$ cat src/rtl/lsu_bus_bridge.sv
// rtl/lsu_bus_bridge.sv - load/store/fetch bridge from core datapath to word-organised memory
//
// Accepts one core request at a time through a valid/ready handshake and classifies it.
// A legal request becomes one word access with lane steering and is held until mem_ack.
// An illegal request is answered directly with resp_err and never reaches memory.
// Load data is shifted down to bit 0 and sign- or zero-extended.
// The answer is a single-cycle resp_valid strobe.
//
// Ports:
//   clk, rst                    clock; asynchronous active-low reset
//   req_valid/req_ready         core request handshake (ready only in IDLE)
//   req_we/req_funct3           store flag and RV32I width/sign code
//   req_addr/req_wdata          byte address and store data
//   resp_valid/resp_rdata/resp_err   one-cycle response with extended data and fault flag
//   mem_en/mem_we/mem_addr      memory request held until mem_ack, word address
//   mem_be/mem_wdata            byte enables and lane-replicated store data
//   mem_rdata/mem_ack           read word and completion strobe

module lsu_bus_bridge #(
    parameter int ADDR_W  = 16,
    parameter int TIMEOUT = 15
) (
    input  logic              clk,
    input  logic              rst,
    input  logic              req_valid,
    output logic              req_ready,
    input  logic              req_we,
    input  logic [2:0]        req_funct3,
    input  logic [31:0]       req_addr,
    input  logic [31:0]       req_wdata,
    output logic              resp_valid,
    output logic [31:0]       resp_rdata,
    output logic              resp_err,
    output logic              mem_en,
    output logic              mem_we,
    output logic [ADDR_W-1:0] mem_addr,
    output logic [3:0]        mem_be,
    output logic [31:0]       mem_wdata,
    input  logic [31:0]       mem_rdata,
    input  logic              mem_ack
);

    localparam int CNT_W = $clog2(TIMEOUT + 1);

    typedef enum logic [1:0] {
        IDLE   = 2'd0,
        ACCESS = 2'd1,
        RESP   = 2'd2
    } state_t;

    state_t              state_q, state_d;
    logic                we_q, we_d;
    logic [2:0]          funct3_q, funct3_d;
    logic [1:0]          off_q, off_d;
    logic [ADDR_W-1:0]   addr_q, addr_d;
    logic [3:0]          be_q, be_d;
    logic [31:0]         wdata_q, wdata_d;
    logic [31:0]         rdata_q, rdata_d;
    logic                err_q, err_d;
    logic [CNT_W-1:0]    cnt_q, cnt_d;

    logic                fault;
    logic                timeout_hit;
    logic [3:0]          steer_be;
    logic [31:0]         steer_wdata;
    logic [31:0]         load_shifted;
    logic [31:0]         load_ext;

    // Request classification, evaluated combinationally against the live request in IDLE.
    always_comb begin
        logic bad_funct3;
        logic misaligned;
        logic out_of_window;
        if (req_we) begin
            bad_funct3 = (req_funct3 > 3'b010);
        end else begin
            bad_funct3 = (req_funct3 == 3'b011) || (req_funct3 == 3'b110) ||
                         (req_funct3 == 3'b111);
        end
        // funct3[1:0] is the access size for both signed and unsigned forms.
        misaligned    = ((req_funct3[1:0] == 2'b01) && req_addr[0]) ||
                        ((req_funct3[1:0] == 2'b10) && (req_addr[1:0] != 2'b00));
        out_of_window = ((req_addr >> (ADDR_W + 2)) != 32'd0);
        fault         = bad_funct3 || misaligned || out_of_window;
    end

    // Store lane steering; loads always read the full word.
    always_comb begin
        steer_be    = 4'b1111;
        steer_wdata = 32'd0;
        if (req_we) begin
            case (req_funct3[1:0])
                2'b00: begin
                    steer_be    = 4'b0001 << req_addr[1:0];
                    steer_wdata = {4{req_wdata[7:0]}};
                end
                2'b01: begin
                    steer_be    = req_addr[1] ? 4'b1100 : 4'b0011;
                    steer_wdata = {2{req_wdata[15:0]}};
                end
                default: begin
                    steer_be    = 4'b1111;
                    steer_wdata = req_wdata;
                end
            endcase
        end
    end

    // Load extraction from the returned word using the latched byte offset.
    always_comb begin
        load_shifted = mem_rdata >> {off_q, 3'b000};
        case (funct3_q)
            3'b000:  load_ext = {{24{load_shifted[7]}}, load_shifted[7:0]};
            3'b001:  load_ext = {{16{load_shifted[15]}}, load_shifted[15:0]};
            3'b100:  load_ext = {24'd0, load_shifted[7:0]};
            3'b101:  load_ext = {16'd0, load_shifted[15:0]};
            default: load_ext = mem_rdata;
        endcase
    end

    // The count is the number of ACCESS cycles already spent without an ack.
    assign timeout_hit = (cnt_q == CNT_W'(TIMEOUT - 1));

    // State register and latched request/response.
    always_ff @(posedge clk or negedge rst) begin
        if (!rst) begin
            state_q  <= IDLE;
            we_q     <= 1'b0;
            funct3_q <= 3'd0;
            off_q    <= 2'd0;
            addr_q   <= '0;
            be_q     <= 4'd0;
            wdata_q  <= 32'd0;
            rdata_q  <= 32'd0;
            err_q    <= 1'b0;
            cnt_q    <= '0;
        end else begin
            state_q  <= state_d;
            we_q     <= we_d;
            funct3_q <= funct3_d;
            off_q    <= off_d;
            addr_q   <= addr_d;
            be_q     <= be_d;
            wdata_q  <= wdata_d;
            rdata_q  <= rdata_d;
            err_q    <= err_d;
            cnt_q    <= cnt_d;
        end
    end

    // Next-state logic.
    always_comb begin
        state_d = state_q;
        case (state_q)
            IDLE:    if (req_valid) state_d = fault ? RESP : ACCESS;
            ACCESS:  if (mem_ack || timeout_hit) state_d = RESP;
            RESP:    state_d = IDLE;
            default: state_d = IDLE;
        endcase
    end

    // Datapath next values.
    always_comb begin
        we_d     = we_q;
        funct3_d = funct3_q;
        off_d    = off_q;
        addr_d   = addr_q;
        be_d     = be_q;
        wdata_d  = wdata_q;
        rdata_d  = rdata_q;
        err_d    = err_q;
        cnt_d    = cnt_q;
        case (state_q)
            IDLE: begin
                if (req_valid) begin
                    we_d     = req_we;
                    funct3_d = req_funct3;
                    off_d    = req_addr[1:0];
                    addr_d   = req_addr[ADDR_W+1:2];
                    be_d     = steer_be;
                    wdata_d  = steer_wdata;
                    rdata_d  = 32'd0;
                    err_d    = fault;
                    cnt_d    = '0;
                end
            end
            ACCESS: begin
                // An ack in the same cycle as the timeout takes priority.
                if (mem_ack) begin
                    rdata_d = we_q ? 32'd0 : load_ext;
                    err_d   = 1'b0;
                end else if (timeout_hit) begin
                    rdata_d = 32'd0;
                    err_d   = 1'b1;
                end else begin
                    cnt_d = cnt_q + CNT_W'(1);
                end
            end
            default: ;
        endcase
    end

    // Outputs decoded from state so that reset clears mem_en immediately.
    always_comb begin
        req_ready  = (state_q == IDLE);
        mem_en     = (state_q == ACCESS);
        mem_we     = 1'b0;
        mem_addr   = '0;
        mem_be     = 4'd0;
        mem_wdata  = 32'd0;
        resp_valid = (state_q == RESP);
        resp_rdata = 32'd0;
        resp_err   = 1'b0;
        if (state_q == ACCESS) begin
            mem_we    = we_q;
            mem_addr  = addr_q;
            mem_be    = be_q;
            mem_wdata = wdata_q;
        end
        if (state_q == RESP) begin
            resp_rdata = rdata_q;
            resp_err   = err_q;
        end
    end

endmodule
$ cat config.mk
export PLATFORM = sky130hd
export DESIGN_NAME = lsu_bus_bridge
export DESIGN_NICKNAME = d
export VERILOG_FILES = /design/src/rtl/lsu_bus_bridge.sv
export SDC_FILE = /design/constraint.sdc
export NUM_CORES = 1
export LEC_CHECK = 0
export CAP_MARGIN = 20
export CORE_MARGIN = 1
export CORE_UTILIZATION = 42
export CTS_BUF_LIST = sky130_fd_sc_hd__clkbuf_4
export DETAILED_ROUTE_END_ITERATION = 10
export GPL_ROUTABILITY_DRIVEN = 1
export GPL_TIMING_DRIVEN = 0
export PLACE_DENSITY = 0.79
export SLEW_MARGIN = 20
export SYNTH_ARGS = -nofsm -noshare
export SYNTH_HDL_FRONTEND = slang
export SYNTH_SLANG_ARGS = --single-unit
$ cat constraint.sdc
create_clock -name clk -period 1.85 [get_ports clk]
set_clock_uncertainty 0.1 [all_clocks]
set_input_delay 0.555 -clock clk [delete_from_list [all_inputs] [get_ports clk]]
set_output_delay 0.555 -clock clk [all_outputs]
set_load 0.05 [all_outputs]
Word level (Yosys, flattened, before mapping)
Cells that the tools add are included. W data, S select, Z words.

Mux-type cells: 30. Shift operators: 2. Eq/ne operators: 16. Add/sub/neg operators: 1. Reduce and logical (&&, ||, !) cells: 18. $lt $le $gt $ge: 1.

Operators by type and width (number): $mux W32 (7); $pmux W32 S2 (2); $pmux W32 S4 (1); $reduce_bool A32 Y1 (1); $shr A32 B5 Y16 (1); $mux W4 (6); $mux W16 (1); $pmux W4 S2 (2); $eq A3 B3 Y1 const B (4); $logic_or A1 B1 Y1 (6); $mux W1 (6); $mux W2 (3); $ne A2 B2 Y1 const B (3); $add A4 B1 Y4 const B (1); $eq A2 B1 Y1 const B (2); $eq A2 B2 Y1 const B (2); $eq A4 B4 Y1 const B (1); $logic_not A2 Y1 (2); $pmux W2 S2 (1); $reduce_and A2 Y1 (2); $reduce_and A4 Y1 (1); $reduce_bool A2 Y1 (2); $shl A1 B2 Y4 const A (1); $eq A3 B1 Y1 const B (1); other kinds (8) (9).

Word-level logic and storage cells: 78. Input bits: 104. Output and inout bits: 89. Flip-flop bits (word level): 97.

Longest topological paths before layout
Gate-level depths: netlist of the first run.

Depth after elaboration: 9. Mapped depth: 8. Mapped depth without buffers: 6.

Least setup slack after synthesis of the first run
Ideal clock, no wire load.

Kind: register to output. From: reg state_q[0]. To: out mem_addr[10]. Arrival: 1.908 ns. Stages on the path, launching flop included: 6. Buffers on the path: 2. Path slack: -0.713 ns. Required time: 1.195 ns. Cell sequence: dfrtp_1 > inv_1 > nor2_1 > clkbuf_1 > clkbuf_1 > and2_1.

Longest elaborated chain between the ends: 2.

RTL lines: from (decl) (line 51) `state_t state_q, state_d;`; from (signal assigned) (line 138) `state_q <= state_d;`; $eq A2 B1 Y1; via mem_en (line 34) `output logic mem_en,`; $mux W16 (line 214) `if (state_q == ACCESS) begin`; to (decl) (line 36) `output logic [ADDR_W-1:0] mem_addr,`.

The timed path passes the listed nets, and every way through them passes these cells.

Worst setup path after layout of the first run
From: reg state_q[0]. To: out resp_rdata[13].

Longest elaborated chain between the ends: 2.

RTL lines: $eq A2 B2 Y1 (line 220) `if (state_q == RESP) begin`; $mux W32 (line 220); to (decl) (line 32) `output logic [31:0] resp_rdata,`.

Every way passes these cells.

==> results.json, run 1 <==
{
  "status": "complete, but fails checks",
  "violations": "negative setup slack",
  "synth.distinct_cells": 46,
  "die_h_um": 115,
  "synth_edf_count": 0,
  "syn_area_mm2": 0.00538,
  "vdd_drop_max_mv": 0.301,
  "layout_min_cycle_time_ns": 2.45,
  "antenna_found_initial": 0,
  "fin_cells": 1009,
  "period_share_pct": 133,
  "crit_type": "flop to output port",
  "portBuffers": 189,
  "start_kind": "flop",
  "io_pins": 193,
  "wl_um": 18600,
  "grt.overflow.total": 0,
  "yosysSeqAreaShare_pct": 45.1,
  "rsz0062_at_grt": "yes",
  "dieWidth_um": 115,
  "vias": 5456,
  "first_pass_iters": 5,
  "antenna_cells": 0,
  "core_area_mm2": 0.0123,
  "crit_required_ns": 1.19,
  "critical_path_depth": 4,
  "cts-root-buf": "clkbuf_4",
  "cts_tree": "yes",
  "clock_latency_ns": 0.48,
  "cts_inserted_buffers": 9,
  "fin_ws_ns": -0.601,
  "worstSetupEndpointType": "output port",
  "gp_congestion": 0.878,
  "syn_area_per_cell_um2": 8.93,
  "arrival_ns": 1.80,
  "crit_path_max_incr_delay_ns": 0.45,
  "ys_ff_latch": 97,
  "hold-worst-slack_ns": 0.398,
  "maxCapViolCount": 0,
  "setup_viol": 107,
  "dp_hpwl_um": 12900,
  "slew_viol_final": 0,
  "crit_family": "simple AND/OR/NAND/NOR gates",
  "drive_gt1_share_pct": 37.1,
  "syn2layout_area_growth_pct": 67.4,
  "p_leak_nw": 4.04,
  "grt_pass1_wl_um": 28600,
  "critPathMaxFanout": 10,
  "hold_path.class": "flop to flop",
  "slew_headroom_pct": 64.7,
  "synth_ff_type": "dfrtp_1",
  "postRouteAntennaNets": 0,
  "hold_viol_final": 0,
  "nets": 942,
  "crit_buf_inv": 2,
  "synthesis.nets": 709,
  "design_area_mm2": 0.00901,
  "clk_pin_slew_worst_paths_ns": 0.14,
  "grt.total_usage_pct": 28.1,
  "max_freq_mhz": 408,
  "core.rowCount": 40,
  "start_util_pct": 43.9,
  "worst_pin_slew_ns": 0.524,
  "wire_per_inst_um": 18.5,
  "ys_warn_count": 0,
  "pre_cts_ws_ns": -1.01,
  "avgViaCountPerCell": 5.41,
  "cts-htree-levels": 3,
  "power_density_mw_per_mm2": 525,
  "async_flop_share_pct": 100,
  "first_global_vias": 5600,
  "drtIter0Drc": 274,
  "drc": 0,
  "cts.path.max_buffers": 2,
  "die_area_mm2": 0.0133,
  "place_area_mm2": 0.00774,
  "crit_slowest_cell": "dfrtp_1",
  "path_cells": "and2b_4, clkbuf_8, and2_2, buf_6",
  "synth_cells": 603,
  "hold_depth": 2,
  "rr_worst_depth": 8,
  "clock_sinks": 97,
  "grt_max_degree": 73,
  "dp_cells": 961
}
report_power, final:
group / switching (mW) / internal, mW
Sequential: 0.107 / 2.28
Clock: 0.738 / 0.419
Combinational: 0.617 / 0.569
state kept, by name (all words and copies together) (netlist names), 2 cells and up:
signal,flops
addr_q,16
be_q,4
cnt_q,4
funct3_q,3
off_q,2
rdata_q,32
state_q,2
wdata_q,32
final cells by class:
class | count | area (um2)
fillers | 858 | 3250
multi-input cells | 455 | 3080
repair buffers | 222 | 2660
flip-flops and latches | 97 | 2430
plain buffers | 47 | 480
well taps | 168 | 210
clock buffers | 10 | 75.1
clock inverters | 6 | 58.8
inverters | 4 | 15.0
stage by stage:
step | setup TNS (ns) | utilization (%) | total power, mW
6_report | -49.30 | 73.5 | 4.73
5_1_grt | -56.06 | 73.5 | 4.91
4_1_cts | -46.58 | 69.4 | 4.61
3_5_place_dp | -108.04 | 63.1 | 3.45
3_3_place_gp | -437.76 | 62.9 | 3.41
2_1_floorplan | -0.825 | - | 2.96
cell usage in the layout (no fill, tap or decap), drive strengths merged, types with 9 or more instances in the layout:
cell type and count:
a22o 10, mux2i 18, and2 89, nor2 21, dfrtp 97, nand3 13, a22oi 16, clkbuf 36
o31ai 17, nor2b 17, mux2 9, nand2 120, clkdlybuf4s50 99, buf 143, o21ai 61, a21oi 21
timing repair:
item	in CTS	in global routing
hold buffers	1	0
hold endpoints to repair	25	0
endpoints found under the setup margin	104	162
gates resized for setup	722	120
cloned	4	5
setup buffers	10	12
pin swaps	23	32
worst min-delay path: cells and delay by family (launching register included):
family	cells	cell delay, ns
flip-flops	1	0.37
AND/OR/NAND/NOR	2	0.11
final timing paths:
check,from,endpoint,slack (ns)
min in group asynchronous,rst,rdata_q[14]$_DFFE_PN0P_,0.41
setup reg to reg,cnt_q[0]$_DFFE_PN0P_,rdata_q[24]$_DFFE_PN0P_,-0.08
setup / recovery,state_q[0]$_DFFE_PN0P_,resp_rdata[13],-0.60
hold / removal,addr_q[4]$_DFFE_PN0P_,addr_q[4]$_DFFE_PN0P_,0.40
hold reg to reg,addr_q[4]$_DFFE_PN0P_,addr_q[4]$_DFFE_PN0P_,0.40
max in group asynchronous,rst,addr_q[8]$_DFFE_PN0P_,0.60
kinds of logic after synthesis:
family	count (synthesis)	share of synthesized area (%)
XOR/XNOR	2	0.325
AO/OA/AOI/OAI	139	16.7
buffers and inverters	51	4.93
flip-flops	97	45.1
AND/OR/NAND/NOR	285	26.8
adder cells (fa/ha/maj)	2	0.465
multiplexers	27	5.69
Yosys cell counts (3+ instances only):
library cell,instances,area share [%]
o2bb2ai_1,7,1.1
mux2_2,9,1.9
nand2_1,120,8.4
o21ai_0,43,4.0
nand3_1,13,1.2
inv_1,4,0.28
buf_6,6,1.3
o21ai_1,18,1.7
nand2b_1,7,0.81
buf_1,3,0.21
o31ai_1,17,2.4
a22o_1,10,1.6
buf_2,10,0.93
and2_1,89,10
a21oi_1,21,2.0
a22oi_1,14,2.0
nor2b_1,17,2.0
dfrtp_1,97,45
nor4_1,4,0.46
mux2i_1,16,3.0
clkbuf_1,25,1.7
nor2_1,21,1.5
metal layers:
metal  vias up  part of all wire [%]  track usage (%)
li1       2508                     -                -
met1      2665                    40             33.9
met2       246                    51             49.8
met3        37                   6.7             4.90
met4         0                   2.6             11.1
met5         -                     0                0
Power figures use the tool's default switching activity.
==> run 2, diff against run 1 <==
GPL_TIMING_DRIVEN = unset   (was 0)
==> run 2 against run 1 <==
Effect of this change: largest power group unchanged; non-clock buffer count decreased by 8; largest cell class unchanged; the run still ends with negative setup slack left; combinational power shrank 4%; critical endpoint is now mem_wdata[21]; sequential power about the same; utilization is 2.8 points higher; sequential share of layout area decreased by 0.96 points; global-route usage down 0.90 points; highest routed layer unchanged; clock power decreased by 8%; cell count down 0.79%; design area is 3.7% higher; die area is the same; critical path depth rose by 2; register-to-register slack better by 0.10 ns.
==> results.json, run 2 (synthesized netlist as in run 1, its figures left out) <==
{
  "drc": 0,
  "cts-htree-levels": 3,
  "dieWidth_um": 115,
  "fin_cells": 1001,
  "antenna_found_initial": 0,
  "start_util_pct": 43.9,
  "hold_path.class": "flop to flop",
  "core_area_mm2": 0.0123,
  "cts-root-buf": "clkbuf_4",
  "p_leak_nw": 4.08,
  "die_area_mm2": 0.0133,
  "postRouteAntennaNets": 0,
  "rsz0062_at_grt": "yes",
  "power_density_mw_per_mm2": 493,
  "layout_min_cycle_time_ns": 2.41,
  "drtIter0Drc": 267,
  "met2_usage_pct": 48.6,
  "worst_pin_slew_ns": 0.385,
  "path_cells": "inv_2, nor2_4, buf_12, buf_12, and2_4, buf_12",
  "endpoint": "mem_wdata[21]",
  "dp_cells": 966,
  "portBuffers": 192,
  "slew_viol_final": 0,
  "antenna_cells": 0,
  "final_common_cell": "nand2_1",
  "design_area_mm2": 0.00935,
  "grt.total_usage_pct": 27.2,
  "first_global_vias": 5542,
  "met1_usage_pct": 30.8,
  "setup_viol": 89,
  "top_usage_layer": "met2",
  "nets": 934,
  "start_kind": "flop",
  "avgViaCountPerCell": 5.41,
  "post-route-util_pct": 76.3,
  "grt_pass1_wl_um": 27800,
  "critPathMaxFanout": 10,
  "top_regs": "rdata_q x32, wdata_q x32, addr_q x16",
  "gp_congestion": 0.915,
  "cts_tree": "yes",
  "critical_path_depth": 6,
  "rr_worst_depth": 6,
  "timing.rr.start": "state_q[1]$_DFFE_PN0P_",
  "maxCapViolCount": 0,
  "dp_hpwl_um": 12800,
  "wire_per_inst_um": 18.7,
  "slew_headroom_pct": 74.0,
  "grt.overflow.total": 0,
  "cts_inserted_buffers": 9,
  "place_area_mm2": 0.00882,
  "die_h_um": 115,
  "clock_sinks": 97,
  "wl_um": 18700,
  "crit_path_max_incr_delay_ns": 0.45,
  "worstSetupEndpointType": "output port",
  "layout_common_cells": "nand2_1 (119), clkdlybuf4s50_1 (102), buf_12 (101)",
  "first_pass_iters": 5,
  "worstSetupStartpoint": "state_q[0]$_DFFE_PN0P_",
  "crit_type": "flop to output port",
  "drive_gt1_share_pct": 34.9,
  "fin_ws_ns": -0.556,
  "period_share_pct": 130,
  "hold_viol_final": 0,
  "io_pins": 193,
  "cts.path.max_buffers": 2,
  "vdd_drop_max_mv": 0.352,
  "worstReg2RegEnd": "wdata_q[15]$_DFFE_PN0P_",
  "core.rowCount": 40,
  "crit_slowest_cell": "dfrtp_1",
  "rrSetupSlack_ns": 0.02,
  "arrival_ns": 1.75,
  "violations": "negative setup slack",
  "vias": 5418,
  "clock_latency_ns": 0.47,
  "crit_buf_inv": 4,
  "grt_max_degree": 38,
  "use_met3_pct": 7.59,
  "crit_family": "buffers and inverters",
  "pre_cts_ws_ns": -0.516,
  "syn2layout_area_growth_pct": 73.7,
  "crit_required_ns": 1.19,
  "clk_pin_slew_worst_paths_ns": 0.16,
  "power_mw": 4.61,
  "cpMostUsedCell": "buf_12",
  "status": "complete, but fails checks",
  "max_freq_mhz": 416
}
[run 2: worst reg2reg max path, cell delays in order, from the launching register on]
cell and delay (ns):
dfrtp_2 0.48, buf_6 0.15, nor2_4 0.15, buf_4 0.14, nand2_2 0.12, buf_12 0.20
o31ai_1 0.39
[run 2: area by class of cell]
class	count	area (um2)
timing repair buffer	261	3610
multi-input combinational	455	2970
fill	815	2910
sequential	97	2430
tap	168	210
clock buffer	10	75.1
clock inverter	6	43.8
inverter	4	15.0
[run 2: timing repair]
item | 4_1_cts | 5_1_grt
pin swaps | 8 | 36
hold buffers | 1 | 0
gates resized for setup | 38 | 15
cloned | 1 | 7
setup endpoints to repair | 91 | 108
hold endpoints to repair | 24 | 0
buffers inserted | 5 | 5
[run 2: routing by layer]
metal	routed length [um]	part of all wire (%)
met3	1470	7.9
met2	9920	53
met1	6700	36
met5	0	0
met4	590	3.2
[run 2: through the flow]
stage               TNS (ns)  hold WS [ns]
finish                -46.85         0.399
global placement      -15.05         0.351
detailed placement    -19.12         0.362
CTS                   -44.77         0.399
floorplan             -0.825         0.159
global route          -49.76         0.430
[run 2: worst min path at each step]
| stage | from | slack, ns | depth (start not counted) | end |
|---|---|---|---|---|
| 3_3_place_gp | wdata_q[7]$_DFFE_PN0P_ | 0.35 | 2 | wdata_q[7]$_DFFE_PN0P_ |
| 3_5_place_dp | rdata_q[6]$_DFFE_PN0P_ | 0.36 | 2 | rdata_q[6]$_DFFE_PN0P_ |
| 4_1_cts | addr_q[13]$_DFFE_PN0P_ | 0.40 | 2 | addr_q[13]$_DFFE_PN0P_ |
| 5_1_grt | rdata_q[11]$_DFFE_PN0P_ | 0.43 | 2 | rdata_q[11]$_DFFE_PN0P_ |
| 6_report | wdata_q[2]$_DFFE_PN0P_ | 0.40 | 2 | wdata_q[2]$_DFFE_PN0P_ |
| 2_1_floorplan | rst | 0.16 | 0 | addr_q[0]$_DFFE_PN0P_ |
[run 2: report_power, final]
| part | total, mW | internal [mW] | switching, mW |
|---|---|---|---|
| registers | 2.40 | 2.28 | 0.118 |
| clock network | 1.07 | 0.297 | 0.778 |
| logic | 1.14 | 0.560 | 0.576 |
| total | 4.61 | 3.13 | 1.47 |
